## config.mk

```make
export PLATFORM = sky130hd
export DESIGN_NAME = io_active_multi
export DESIGN_NICKNAME = d
export VERILOG_FILES = /design/src/rtl/io_active_multi.sv
export SDC_FILE = /design/constraint.sdc
export NUM_CORES = 1
export LEC_CHECK = 0
export BUFFER_PORTS_ARGS = -buffer_cell sky130_fd_sc_hd__buf_2
export CAP_MARGIN = 10
export CORE_MARGIN = 2
export CORE_UTILIZATION = 54
export CTS_CLUSTER_DIAMETER = 60
export DETAILED_ROUTE_END_ITERATION = 7
export PLACE_DENSITY = 0.79
export SYNTH_ARGS = -nofsm -noshare
export SYNTH_HDL_FRONTEND = slang
export SYNTH_SLANG_ARGS = --single-unit
export TNS_END_PERCENT = 100
```

## constraint.sdc

```tcl
create_clock -name clock -period 2.52 [get_ports clock]
set_clock_uncertainty 0.15 [all_clocks]
set_input_delay 0.378 -clock clock [delete_from_list [all_inputs] [get_ports clock]]
set_output_delay 0.378 -clock clock [all_outputs]
set_load 0.005 [all_outputs]
```

## src/rtl/io_active_multi.sv

```systemverilog
// io_active_multi: multi-channel I/O port window decoder. Each channel address
// is range-checked against the port window and turned into a one-hot port
// vector, which then travels down a PIPE_DEPTH-stage pipeline with
// hold/annul control. The output stage drives the stall flag and the
// per-port saturating access counters.
module io_active_multi #(
  parameter int unsigned ADDR_WIDTH     = 10,
  parameter int unsigned PORT_COUNT     = 4,
  parameter int unsigned PORT_BASE_ADDR = 1020,
  parameter int unsigned CHANNEL_COUNT  = 2,
  parameter int unsigned PIPE_DEPTH     = 1,
  parameter int unsigned COUNT_WIDTH    = 8,
  parameter int unsigned SEL_WIDTH      = 2
) (
  input  logic                                clock,
  input  logic                                reset_n,
  input  logic [CHANNEL_COUNT-1:0]            enable,
  input  logic [CHANNEL_COUNT*ADDR_WIDTH-1:0] addr,
  input  logic [PORT_COUNT-1:0]               port_ready,
  input  logic                                hold,
  input  logic                                annul,
  input  logic [SEL_WIDTH-1:0]                count_sel,
  input  logic                                count_clear,
  output logic [CHANNEL_COUNT*PORT_COUNT-1:0] active,
  output logic [CHANNEL_COUNT-1:0]            hit,
  output logic                                collision,
  output logic                                stall,
  output logic [COUNT_WIDTH-1:0]              access_count
);

  localparam int unsigned AW1 = ADDR_WIDTH + 1;
  localparam int unsigned AW  = CHANNEL_COUNT * PORT_COUNT;
  // One extra bit so the window end never wraps and no address aliases.
  localparam logic [ADDR_WIDTH:0] BASE = AW1'(PORT_BASE_ADDR);

  if (PIPE_DEPTH < 1) begin : g_bad_depth
    $error("io_active_multi: PIPE_DEPTH must be >= 1");
  end
  if (PORT_COUNT < 1) begin : g_bad_ports
    $error("io_active_multi: PORT_COUNT must be >= 1");
  end
  if (CHANNEL_COUNT < 1) begin : g_bad_channels
    $error("io_active_multi: CHANNEL_COUNT must be >= 1");
  end
  if (SEL_WIDTH < $clog2(PORT_COUNT)) begin : g_bad_sel
    $error("io_active_multi: SEL_WIDTH too narrow for PORT_COUNT");
  end
  if ((longint'(PORT_BASE_ADDR) + longint'(PORT_COUNT)) > (longint'(1) << ADDR_WIDTH)) begin : g_bad_window
    $error("io_active_multi: port window exceeds address space");
  end

  logic [AW-1:0]            dec_active;
  logic                     dec_coll;
  logic [PORT_COUNT-1:0]    port_seen;
  logic [AW-1:0]            pipe_active [PIPE_DEPTH];
  logic [PIPE_DEPTH-1:0]    pipe_coll;
  logic [PORT_COUNT-1:0]    port_any;
  logic [COUNT_WIDTH-1:0]   cnt [PORT_COUNT];
  logic                     advance;

  // Decode every channel address to a one-hot port vector and flag port collisions.
  always_comb begin
    dec_active = '0;
    dec_coll   = 1'b0;
    port_seen  = '0;
    for (int unsigned c = 0; c < CHANNEL_COUNT; c++) begin
      for (int unsigned p = 0; p < PORT_COUNT; p++) begin
        if (enable[c] && ({1'b0, addr[c*ADDR_WIDTH +: ADDR_WIDTH]} == (BASE + AW1'(p)))) begin
          dec_active[c*PORT_COUNT + p] = 1'b1;
          if (port_seen[p]) dec_coll = 1'b1;
          port_seen[p] = 1'b1;
        end
      end
    end
  end

  // First pipeline stage: annul clears, hold freezes, otherwise sample the decode.
  always_ff @(posedge clock or negedge reset_n) begin
    if (!reset_n) begin
      pipe_active[0] <= '0;
      pipe_coll[0]   <= 1'b0;
    end else if (annul) begin
      pipe_active[0] <= '0;
      pipe_coll[0]   <= 1'b0;
    end else if (!hold) begin
      pipe_active[0] <= dec_active;
      pipe_coll[0]   <= dec_coll;
    end
  end

  for (genvar g = 1; g < PIPE_DEPTH; g++) begin : g_stage
    // Later pipeline stages: same annul/hold priority, shift from the previous stage.
    always_ff @(posedge clock or negedge reset_n) begin
      if (!reset_n) begin
        pipe_active[g] <= '0;
        pipe_coll[g]   <= 1'b0;
      end else if (annul) begin
        pipe_active[g] <= '0;
        pipe_coll[g]   <= 1'b0;
      end else if (!hold) begin
        pipe_active[g] <= pipe_active[g-1];
        pipe_coll[g]   <= pipe_coll[g-1];
      end
    end
  end

  assign active    = pipe_active[PIPE_DEPTH-1];
  assign collision = pipe_coll[PIPE_DEPTH-1];

  // Per-channel hit, per-port activity and stall from the output stage.
  always_comb begin
    hit      = '0;
    port_any = '0;
    for (int unsigned c = 0; c < CHANNEL_COUNT; c++) begin
      hit[c]   = |active[c*PORT_COUNT +: PORT_COUNT];
      port_any = port_any | active[c*PORT_COUNT +: PORT_COUNT];
    end
    stall   = |(port_any & ~port_ready);
    advance = !hold && !annul && !stall;
  end

  // Saturating per-port counters; at most one increment per port per cycle.
  always_ff @(posedge clock or negedge reset_n) begin
    if (!reset_n) begin
      for (int unsigned p = 0; p < PORT_COUNT; p++) cnt[p] <= '0;
    end else if (count_clear) begin
      for (int unsigned p = 0; p < PORT_COUNT; p++) cnt[p] <= '0;
    end else if (advance) begin
      for (int unsigned p = 0; p < PORT_COUNT; p++) begin
        if (port_any[p] && port_ready[p] && (cnt[p] != '1)) cnt[p] <= cnt[p] + 1'b1;
      end
    end
  end

  // Counter readback; selects beyond the port range read as zero.
  always_comb begin
    access_count = '0;
    for (int unsigned p = 0; p < PORT_COUNT; p++) begin
      if (count_sel == SEL_WIDTH'(p)) access_count = cnt[p];
    end
  end

endmodule

```

==> flow_metrics.tcl <==
set metrics [dict create \
    cts_hold_buffers 1 \
    drv_slew 0 \
    drive_above_1_share_pct 27.4 \
    stdcell_area_um2 2850 \
    numClockSinks 41 \
    rsz0062_at_grt "no" \
    status "finished, final reports clean" \
    hp-start "addr[0]" \
    ys_warn_count 0 \
    slowest_stage "or4_1" \
    cts_setup_buffers 0 \
    clk_pin_slew_ns 0.08 \
    synthFlopType "dfrtp_1" \
    critPathLaunchType "flip-flop" \
    dr.pass1.iters 4 \
    wl_per_cell_um 16.6 \
    cts_buffer_depth 2 \
    grt_pass1_vias 2071 \
    syn_inst 237 \
    synth.area.top_cells "dfrtp_1, mux4_2, xor2_1" \
    die-height_um 71.0 \
    ys_seq_elements 41 \
    slew_headroom_pct 60.3 \
    vias 2103 \
    power_density_nw_per_um2 451 \
    groute.usage.overall_pct 25.1 \
    netlist_area_um2 2430 \
    worstSetupPathType "reg2reg" \
    cp_data_required_time_ns 2.58 \
    max_stage_delay_ns 0.52 \
    rows 24 \
    layout_commonest_cell "buf_2" \
    cp-end-kind "flip-flop" \
    synth_edf_count 0 \
    gp_congestion 0.825 \
    crit_chain "nor2_1, o2111a_2, nand3_2, or4_1, a21oi_1" \
    die-area_um2 5040 \
    synthesis.nets 274 \
    hold_depth 3 \
    finalNetCount 328 \
    worst_slew_pin_slew_ns 0.595 \
    worst_ir_drop_vdd_mv 0.338 \
    coreArea_um2 4350 \
    yosysTopAreaCell "dfrtp_1" \
    grt_max_degree 34 \
    area_growth_pct 17.6 \
    post_cts_resized 0 \
    port_buffers 52 \
    fmax_mhz 436 \
    diodes 0 \
    leakage_nw 1.32 \
    wl_um 5710 \
    die-width_um 71.0 \
    ant_nets 0 \
    r2r-start "active[6]$_DFFE_PN0P_" \
    tns_ns 0 \
    cts_buffers 5 \
    reg2reg_setup_slack_ns 0.23 \
    antenna_found_initial 0 \
    setup_viol 0 \
    clk_latency_ns 0.30 \
    syn_area_per_cell_um2 10.2 \
    htreeDepth 2 \
    drc 0 \
    hold_violations 0 \
    post_drt_via_cell_ratio 6.11 \
    cp.buffers_inverters 0 \
    post-route-min-period_ns 2.29 \
    synth_top_area_share_pct 42.3 \
    arrival_ns 2.35 \
    worstHoldEndpoint "active[3]$_DFFE_PN0P_" \
    max-cap-violations 0 \
    cts_tree "yes" \
    yosysUniqueCellTypes 36 \
    reg2reg_to "cnt[23]$_DFFE_PN0P_" \
    synth-seq-area-share_pct 42.3 \
    cp_max_fo 15 \
    critPathTopFamily "simple AND/OR/NAND/NOR gates" \
    grt_pass1_wl_um 10000 \
    dp_hpwl_um 4230 \
    drtIter0Drc 188 \
    io_pins 53 \
    hp-class "in2reg" \
    initial_core_util_pct 55.7 \
    cts_root_buffer "clkbuf_8" \
    r2r_cells 5 \
    ys_async_sr_fraction_pct 100 \
    grt_overflow 0 \
    dpl-instance-area_um2 2730 \
    fin_crit_sh_pct 91.0 \
    layout.cells.most_common_list "buf_2, dfrtp_1, nor2_1" \
]
==> registers in the layout, summed over array words and instances (netlist names) <==
name,flops
cnt,32
active,8
collision,1
==> cell usage after synthesis, types with 7 or more instances <==
| master | n |
|---|---|
| a21oi_1 | 18 |
| dfrtp_1 | 41 |
| mux4_2 | 8 |
| nand2_1 | 15 |
| nand3_1 | 11 |
| nand4_1 | 17 |
| nor2_1 | 27 |
| o21ai_0 | 7 |
| o31ai_1 | 7 |
| or3_1 | 7 |
| or4_1 | 10 |
| xor2_1 | 15 |
==> how the worst max path moves through the flow <==
stage | start | to | slack (ns) | cells after the start
after global placement | active[6]$_DFFE_PN0P_ | cnt[21]$_DFFE_PN0P_ | 0.37 | 5
final | active[6]$_DFFE_PN0P_ | cnt[23]$_DFFE_PN0P_ | 0.23 | 5
after floorplan | active[6]$_DFFE_PN0P_ | cnt[30]$_DFFE_PN0P_ | 0.61 | 6
after global routing | active[6]$_DFFE_PN0P_ | cnt[21]$_DFFE_PN0P_ | 0.08 | 5
after detailed placement | active[6]$_DFFE_PN0P_ | cnt[23]$_DFFE_PN0P_ | 0.26 | 5
after CTS | active[6]$_DFFE_PN0P_ | cnt[23]$_DFFE_PN0P_ | 0.24 | 5
==> cell type report <==
type                       instances  area [um2]
clock buffer                       7        86.3
multi-input combinational        183        1340
clock inverter                     1        30.0
timing repair buffer              55         285
tap                               52        65.1
sequential                        41        1030
inverter                           5        18.8
fill                             368        1500
==> stage by stage <==
step           power, mW  util [%]  cells  setup WS (ns)  hold WS (ns)
6_report            1.29      65.5    344          0.228         0.233
3_5_place_dp       0.751      62.6    335          0.262         0.139
3_3_place_gp       0.749      62.6    335          0.372         0.142
2_1_floorplan      0.701         -    237          0.612       -0.0676
4_1_cts             1.30      65.5    344          0.236         0.231
5_1_grt             1.33      65.5    344         0.0802         0.241
==> power by group <==
group	switching [mW]	leakage, nW	internal (mW)	total (mW)
Clock	0.227	0.0585	0.323	0.550
Combinational	0.0492	0.687	0.0310	0.0802
Sequential	0.0000451	0.573	0.657	0.657
Total	0.276	1.32	1.01	1.29
==> routing by layer <==
metal  wire length (um)  GRT usage (%)  part of all wire (%)  up-vias
li1                   -              -                     -     1005
met1               2390           34.4                    42     1016
met2               2850           40.7                    50       74
met3                384           4.99                   6.7        8
met4                 80           7.97                   1.4        0
met5                  0              0                     0        -
==> cells by family (layout without fill, tap and decap cells) <==
group | count (synthesis) | count (layout) | synth area share, %
buf+inv | 13 | 68 | 2.37
xor+xnor | 16 | 16 | 5.78
flops | 41 | 41 | 42.3
compound gates | 40 | 40 | 10.2
fa+ha+maj | 4 | 4 | 2.06
simple gates | 111 | 111 | 28.3
mux | 12 | 12 | 9.08
==> tightest hold or removal path, stage by stage <==
cell,delay (ns)
buf_2,0.13
nand3_1,0.07
a21oi_1,0.06
No activity file was read; power rests on OpenSTA's default activity.
